==> config.mk <==
export PLATFORM = sky130hd
export DESIGN_NAME = fifo_xgmii_reader
export DESIGN_NICKNAME = d
export VERILOG_FILES = /design/src/rtl/fifo_xgmii_reader.sv
export SDC_FILE = /design/constraint.sdc
export NUM_CORES = 1
export LEC_CHECK = 0
export BUFFER_PORTS_ARGS = -buffer_cell sky130_fd_sc_hd__buf_2
export CAP_MARGIN = 20
export CELL_PAD_IN_SITES_DETAIL_PLACEMENT = 0
export CELL_PAD_IN_SITES_GLOBAL_PLACEMENT = 2
export CORE_MARGIN = 2
export CORE_UTILIZATION = 40
export DETAILED_ROUTE_END_ITERATION = 10
export PLACE_DENSITY = 0.84
export SLEW_MARGIN = 20
export SYNTH_ARGS = -nofsm -noshare
export SYNTH_HDL_FRONTEND = slang
export SYNTH_SLANG_ARGS = --single-unit
==> constraint.sdc <==
create_clock -name clk -period 7.1 [get_ports clk]
set_input_delay 1.42 -clock clk [delete_from_list [all_inputs] [get_ports clk]]
set_output_delay 1.42 -clock clk [all_outputs]
set_load 0.02 [all_outputs]
==> src/rtl/fifo_xgmii_reader.sv <==
// fifo_xgmii_reader: drains a 36-bit sync_fifo into a registered 32-bit XGMII lane stream.
// It inserts idles, honours out_ready back-pressure, tracks frames and aborts underflowed frames with /E/.
module fifo_xgmii_reader #(
  parameter int DATA_WIDTH = 32,
  parameter int CTRL_WIDTH = 4
) (
  input  logic                           clk,
  input  logic                           rst,
  input  logic                           fifo_empty,
  output logic                           fifo_rd_en,
  input  logic [CTRL_WIDTH+DATA_WIDTH-1:0] fifo_rd_data,
  input  logic                           out_ready,
  output logic [DATA_WIDTH-1:0]          xgmii_txd,
  output logic [CTRL_WIDTH-1:0]          xgmii_txc,
  output logic                           underflow,
  output logic                           frame_err,
  output logic [15:0]                    frames_sent
);

  localparam int WORD_W = CTRL_WIDTH + DATA_WIDTH;
  localparam logic [7:0] START_CH = 8'hFB;
  localparam logic [7:0] TERM_CH  = 8'hFD;
  localparam logic [DATA_WIDTH-1:0] IDLE_WORD = {CTRL_WIDTH{8'h07}};
  localparam logic [DATA_WIDTH-1:0] ERR_WORD  = {CTRL_WIDTH{8'hFE}};
  localparam logic [CTRL_WIDTH-1:0] ALL_CTRL  = {CTRL_WIDTH{1'b1}};

  typedef enum logic [1:0] {
    S_IDLE  = 2'd0,
    S_FRAME = 2'd1,
    S_DROP  = 2'd2
  } state_t;

  state_t                r_state, w_state_nxt;
  logic [WORD_W-1:0]     r_q [2];
  logic [1:0]            r_occ, w_occ_after;
  logic                  r_inflight;
  logic                  w_have, w_pop, w_push, w_start, w_term;
  logic [WORD_W-1:0]     w_word;
  logic [DATA_WIDTH-1:0] r_txd, w_txd_nxt;
  logic [CTRL_WIDTH-1:0] r_txc, w_txc_nxt;
  logic                  r_uf, w_uf_nxt;
  logic                  r_fe, w_fe_nxt;
  logic [15:0]           r_frames, w_frames_nxt;

  // At most two words are ever owed to us (queued plus the one in flight), so a return always fits.
  assign fifo_rd_en  = rst && !fifo_empty && (({1'b0, r_occ} + {2'b00, r_inflight}) < 3'd2);

  assign w_have      = (r_occ != 2'd0) || r_inflight;
  assign w_word      = (r_occ != 2'd0) ? r_q[0] : fifo_rd_data;
  assign w_pop       = out_ready && (r_occ != 2'd0);
  assign w_push      = r_inflight && !(out_ready && (r_occ == 2'd0));
  assign w_occ_after = r_occ - {1'b0, w_pop};
  assign w_start     = w_word[DATA_WIDTH] && (w_word[7:0] == START_CH);

  always_comb begin
    w_term = 1'b0;
    for (int i = 0; i < CTRL_WIDTH; i++) begin
      if (w_word[DATA_WIDTH+i] && (w_word[8*i +: 8] == TERM_CH)) w_term = 1'b1;
    end
  end

  // NOTE: the queue payload is deliberately not reset; r_occ alone marks which entries are valid.
  always_ff @(posedge clk) begin
    if (w_pop)  r_q[0] <= r_q[1];
    if (w_push) r_q[w_occ_after[0]] <= fifo_rd_data;
  end

  // NOTE: sequential state uses non-blocking assignments so every register samples pre-edge values.
  always_ff @(posedge clk or negedge rst) begin
    if (!rst) begin
      r_occ      <= 2'd0;
      r_inflight <= 1'b0;
    end else begin
      r_occ      <= w_occ_after + {1'b0, w_push};
      r_inflight <= fifo_rd_en;
    end
  end

  always_ff @(posedge clk or negedge rst) begin
    if (!rst) r_state <= S_IDLE;
    else      r_state <= w_state_nxt;
  end

  always_comb begin
    w_state_nxt = r_state;
    if (out_ready) begin
      case (r_state)
        S_IDLE:  if (w_have && w_start && !w_term) w_state_nxt = S_FRAME;
        S_FRAME: begin
          if (!w_have)     w_state_nxt = S_DROP;
          else if (w_term) w_state_nxt = S_IDLE;
        end
        S_DROP:  if (w_have && w_term) w_state_nxt = S_IDLE;
        default: w_state_nxt = S_IDLE;
      endcase
    end
  end

  // NOTE: every output of this block gets a default first, so no path can infer a latch.
  always_comb begin
    w_txd_nxt    = r_txd;
    w_txc_nxt    = r_txc;
    w_uf_nxt     = 1'b0;
    w_fe_nxt     = 1'b0;
    w_frames_nxt = r_frames;
    if (out_ready) begin
      w_txd_nxt = IDLE_WORD;
      w_txc_nxt = ALL_CTRL;
      case (r_state)
        S_IDLE: begin
          if (w_have && w_start) begin
            w_txd_nxt = w_word[DATA_WIDTH-1:0];
            w_txc_nxt = w_word[WORD_W-1:DATA_WIDTH];
            if (w_term) w_frames_nxt = r_frames + 16'd1;
          end else if (w_have) begin
            w_fe_nxt = 1'b1;
          end
        end
        S_FRAME: begin
          if (w_have) begin
            w_txd_nxt = w_word[DATA_WIDTH-1:0];
            w_txc_nxt = w_word[WORD_W-1:DATA_WIDTH];
            w_fe_nxt  = w_start;
            if (w_term) w_frames_nxt = r_frames + 16'd1;
          end else begin
            w_txd_nxt = ERR_WORD;
            w_uf_nxt  = 1'b1;
          end
        end
        default: ;
      endcase
    end
  end

  always_ff @(posedge clk or negedge rst) begin
    if (!rst) begin
      r_txd    <= IDLE_WORD;
      r_txc    <= ALL_CTRL;
      r_uf     <= 1'b0;
      r_fe     <= 1'b0;
      r_frames <= 16'd0;
    end else begin
      r_txd    <= w_txd_nxt;
      r_txc    <= w_txc_nxt;
      r_uf     <= w_uf_nxt;
      r_fe     <= w_fe_nxt;
      r_frames <= w_frames_nxt;
    end
  end

  assign xgmii_txd   = r_txd;
  assign xgmii_txc   = r_txc;
  assign underflow   = r_uf;
  assign frame_err   = r_fe;
  assign frames_sent = r_frames;

endmodule

==> results of run 1 <==
-- report_power, final --
| group | internal, mW | switching [mW] |
|---|---|---|
| logic | 0.156 | 0.301 |
| clock network | 0.485 | 0.302 |
| registers | 0.937 | 0.0605 |
-- state kept, by name (all words and copies together) (netlist names) --
name and flops:
r_inflight 1, xgmii_txc 4, frame_err 1, frames_sent 16, r_state 2, r_occ 2
r_q 72, underflow 1, xgmii_txd 32
-- synth_stat cells (2+ instances only) --
| cell type | n |
|---|---|
| nand3_1 | 16 |
| or3_1 | 2 |
| mux2i_1 | 9 |
| o2bb2ai_1 | 11 |
| nor4_1 | 2 |
| a211o_1 | 2 |
| dfrtp_1 | 43 |
| xnor2_1 | 17 |
| a21oi_1 | 16 |
| o21ai_2 | 7 |
| nand4_1 | 20 |
| nor3_1 | 7 |
| o21ai_0 | 6 |
| o2bb2ai_2 | 2 |
| buf_6 | 4 |
| nand2_1 | 65 |
| o31ai_1 | 2 |
| ha_1 | 4 |
| mux2_2 | 36 |
| edfxtp_1 | 72 |
| and2_1 | 4 |
| nand4b_1 | 5 |
| and4_1 | 2 |
| buf_4 | 2 |
| and3_1 | 7 |
| a31oi_1 | 14 |
| clkbuf_1 | 17 |
| dfstp_2 | 16 |
| inv_1 | 10 |
| buf_2 | 3 |
| nor2_1 | 20 |
-- worst max-delay path: cells and delay by family --
family / cells / cell delay, ns
fa+ha+maj: 2 / 0.85
simple gates: 1 / 0.27
buf+inv: 4 / 1.62
-- per-layer routing --
layer  track usage  wire, µm
met4        0.0732       266
met2         0.277      6490
met5             0         0
met1         0.271      6790
met3        0.0445       813
-- how the worst max path moves through the flow --
stage / from / cells after the start / endpoint / slack [ns]
after floorplan: out_ready / 8 / r_q[0][0] / 3.26
after global placement: out_ready / 7 / r_q[1][4] / 2.63
after detailed placement: out_ready / 7 / r_q[1][8] / 2.50
after CTS: out_ready / 7 / r_q[1][6] / 2.91
after global routing: out_ready / 7 / r_q[1][5] / 2.71
final: out_ready / 7 / r_q[1][4] / 2.97
-- placed cells by master (no fill, tap or decap), types with 5 or more instances in the layout --
cell type,n
a21oi_1,16
a31oi_1,14
and3_1,7
buf_2,94
clkbuf_1,8
clkbuf_16,18
dfrtp_1,43
dfstp_2,16
edfxtp_1,72
inv_1,10
mux2_2,36
mux2i_1,9
nand2_1,65
nand3_1,16
nand4_1,20
nand4b_1,5
nor2_1,19
nor3_1,7
o21ai_0,6
o21ai_2,7
o2bb2ai_1,11
xnor2_1,17
-- cell type report --
class	count	share of cell area
Clock inverter	4	0.00323
Clock buffer	28	0.0728
Timing Repair Buffer	98	0.0717
Multi-Input combinational cell	296	0.289
Sequential cell	131	0.524
Tap cell	184	0.0330
Inverter	11	0.00592
-- kinds of logic after synthesis --
| logic type | after synthesis | share of synthesized area |
|---|---|---|
| AOI/OAI and AO/OA | 66 | 0.0800 |
| xor gates and xnor gates | 18 | 0.0269 |
| adders and majority gates | 4 | 0.00854 |
| buffers and inverters | 39 | 0.0322 |
| DFF | 131 | 0.624 |
| muxes | 47 | 0.0890 |
| and+or+nand+nor | 161 | 0.139 |
==> flow_summary.toml, run 1 <==
[layout]
nFillCells = 1307
nNetsFinal = 599
area_growth_pct = 19.0
post-route-util = 0.484
post-route-cell-area_um2 = 6980
final-seq-area_um2 = 3660
multi_input_area_um2 = 2020
drive_gt1_frac = 0.335
diodes = 0
final_cells = 752

[clock_network]
clk_path_buf_depth = 2
cts_tree = "yes"
cts_sinks = 131
ctsResizeCount = 0
cts_buffers = 17
htreeDepth = 4
clk_latency_ns = 0.41
hold_buffers = 0
post_cts.repair.setup_buffers = 0
clockRootBuffer = "clkbuf_16"
clk_pin_slew_worst_paths_ns = 0.05

[worst_hold_path]
whs_path_depth = 1
min_path_type = "reg -> reg"
hold_end = "frames_sent[15]"
worstHoldStart = "frames_sent[15]"

[sta]
finalHoldViolations = 0
setup_slack_ns = 2.97
layout_min_cycle_time_ns = 4.13
fmax_ghz = 0.242
fin_tns_setup_ns = 0
maxSlewHeadroom = 0.263
slew_violations = 0
worst_pin_slew_ns = 1.11
finalSetupViolations = 0
fin_crit_sh = 0.582
clock-skew-final_ns = 0.00594
rsz0062_at_grt = "false"
fin_hold_ws_ns = 0.465

[worst_setup_path]
endpoint_kind = "flip-flop"
required_ns = 7.18
critPathSlowestCell = "inv_1"
crit_type = "in -> reg"
crit_path_start_kind = "input pin"
worstPathMaxFanout = 36
regToRegSetupSlack_ns = 3.51
r2r_end = "frames_sent[1]"
crit_chain = "buf_2 -> inv_1 -> nor2_1 -> ha_1 -> inv_1 -> ha_1 -> buf_4"
max_stage_delay_ns = 0.59
r2r_cells = 6
arrival_ns = 4.21
reg2reg_from = "r_occ[0]"

[yosys]
yosys_warnings = 0
ys_seq_elements = 131
synth_top_area_cell = "edfxtp_1"
synth.top_cell.area_share = 0.369
syn-num-nets = 510
synth_cell_types = 54
synth_area_leaders = "edfxtp_1 (37%), dfrtp_1 (18%), dfstp_2 (7.2%), mux2_2 (6.9%), nand2_1 (4.2%)"
ys.flop_type = "edfxtp_1"
synthArstFlopShare = 0.450
synth_edf_count = 72
syn_area_um2 = 5860
synth-seq-area-share = 0.624
synth_area_per_cell_um2 = 12.6
synthCells = 466

[routing]
wl_mm = 14.4
vias = 4058
drcViolationCount = 0
wl_per_cell_um = 19.1
drt_iter0_drc = 287
vias_per_cell = 5.40
firstDrtPassIters = 5
ant_nets = 0

[floorplan]
fp.dieH_um = 125
die_x_um = 125
io_pins = 95
num_rows = 44
initial_core_util = 0.406
dieArea_um2 = 15600
placeableCoreArea_um2 = 14400

[grt]
grt_max_degree = 60
grt_overflow_total = 0
antenna_found_initial = 0
track_usage = 0.188
grt_pass1_vias = 4008
grt_pass1_wl_mm = 22.7

[placement]
dpl-instance-area_um2 = 6450
io_buffers = 94
gp_congestion = 0.772
hpwl_mm = 9.65
placedCellCount = 720
dpl_worst_slack_ns = 2.50

[power_and_ir_drop]
p_leak_nw = 2.92
power.density_nw_per_um2 = 321
finalPower_mw = 2.24
vdd_ir_drop_max_uv = 162

[run]
maxCapViolations = 0

[run_status]
status = "completed"
Power figures use the tool's default switching activity.
==> run 2: changes to the inputs <==
Settings changed: CORE_UTILIZATION 40 to 38, PLACE_DENSITY 0.84 to 0.8.
Clock period 7.1 ns to 3.9 ns, I/O delays scaled along.
==> flow_summary.toml, run 2 (same netlist as run 1, synthesis figures left out) <==
[layout]
diodes = 0
final_common_cell = "buf_2"
nFillCells = 1373
drive_gt1_frac = 0.351
area_growth_pct = 20.6
mostFrequentLayoutCells = "buf_2 (94), edfxtp_1 (72), nand2_1 (65), dfrtp_1 (43), mux2_2 (36)"
largest_register_ffs = 72
top_register = "r_q"
nNetsFinal = 604

[sta]
layout_min_cycle_time_ns = 3.02
slew_violations = 0
finalHoldViolations = 0
rsz0062_at_grt = "false"
clock-skew-final_ns = 0.00765
finalSetupViolations = 0
maxSlewHeadroom = 0.353
fmax_ghz = 0.332
worst_pin_slew_ns = 0.971
setup_slack_ns = 0.885
fin_tns_setup_ns = 0
fin_crit_sh = 0.773

[worst_setup_path]
crit_path_start_kind = "flip-flop"
crit_type = "reg -> reg"
worstPathMaxFanout = 19
endpoint_kind = "flip-flop"
required_ns = 4.20
regToRegSetupSlack_ns = 0.88
arrival_ns = 3.31

[clock_network]
cts_sinks = 131
cts_buffers = 17
cts_tree = "yes"
post_cts.repair.setup_buffers = 0
clk_latency_ns = 0.42
htreeDepth = 4
ctsResizeCount = 0
clk_path_buf_depth = 2
clockRootBuffer = "clkbuf_16"
hold_buffers = 0
clk_pin_slew_worst_paths_ns = 0.06

[floorplan]
die_x_um = 128
io_pins = 95
initial_core_util = 0.387
num_rows = 45
dieArea_um2 = 16400
placeableCoreArea_um2 = 15100
fp.dieH_um = 128

[grt]
grt_pass1_vias = 4032
grt_overflow_total = 0
track_usage = 0.192
grt_pass1_wl_mm = 23.5
grt_max_degree = 60
antenna_found_initial = 0

[power_and_ir_drop]
vdd_ir_drop_max_uv = 398
power.density_nw_per_um2 = 592
p_leak_nw = 2.98

[routing]
vias = 4081
vias_per_cell = 5.36
ant_nets = 0
wl_per_cell_um = 19.5
drcViolationCount = 0
wl_mm = 14.9
firstDrtPassIters = 6
drt_iter0_drc = 280

[placement]
gp_congestion = 0.810
dpl_worst_slack_ns = 0.872
hpwl_mm = 10.0
io_buffers = 94

[run]
maxCapViolations = 0

[worst_hold_path]
min_path_type = "reg -> reg"

[run_status]
status = "completed"
[run 2: cell count changes in the layout (fill, tap and decap cells not counted)]
cell	before	now
clkbuf_16	18	20
clkbuf_1	8	2
clkinv_2	2	7
buf_4	4	9
inv_4	2	0
clkinv_4	0	1
[run 2: metrics by stage]
stage	total power [mW]	hold WS [ns]	std cells	area (µm²)	utilization
after floorplan	2.41	0.484	466	5860	-
after global placement	2.67	0.463	729	6490	0.429
after detailed placement	2.68	0.469	729	6490	0.429
after CTS	4.22	0.477	761	7070	0.467
after global routing	4.39	0.492	761	7070	0.467
final	4.18	0.477	761	7070	0.467
[run 2: worst max-delay path, cell delays in order (launching register included)]
cell	delay, ns
dfrtp_1	0.55
or2_4	0.37
mux2_4	0.37
nor4_4	0.39
o21ba_1	0.56
buf_4	0.32
nand4_1	0.14
xnor2_1	0.18
[run 2: layer usage]
metal  global-route usage  up-vias  routed length, µm
li1                     -     1908                  -
met2                0.294      102               7010
met4               0.0756        0                270
met5                    0        -                  0
met1                0.264     2050               6960
met3               0.0463       21                627
[run 2: area by class of cell]
cell class | instances | area [µm²] | share of cell area
flip-flops and latches | 131 | 3660 | 0.518
multi-input cells | 296 | 2020 | 0.285
repair buffers | 103 | 538 | 0.0761
clock buffers | 24 | 536 | 0.0758
well taps | 188 | 235 | 0.0333
clock inverters | 8 | 43.8 | 0.00619
inverters | 11 | 41.3 | 0.00584
[run 2: report_power, final]
| group | switching [mW] | leakage (nW) | total [mW] | internal (mW) |
|---|---|---|---|---|
| clock | 0.581 | 0.295 | 1.53 | 0.953 |
| combinational | 0.544 | 1.25 | 0.841 | 0.297 |
| sequential | 0.103 | 1.43 | 1.81 | 1.71 |
[run 2: final timing paths]
kind | start | to | depth (start not counted)
worst max register to register | r_occ[1] | frames_sent[7] | 7
worst min-delay path | frames_sent[15] | frames_sent[15] | 1
worst max-delay path | r_occ[1] | frames_sent[7] | 7
min in group asynchronous | rst | xgmii_txd[6] | 2
worst min register to register | frames_sent[15] | frames_sent[15] | 1
max in group asynchronous | rst | xgmii_txd[29] | 2
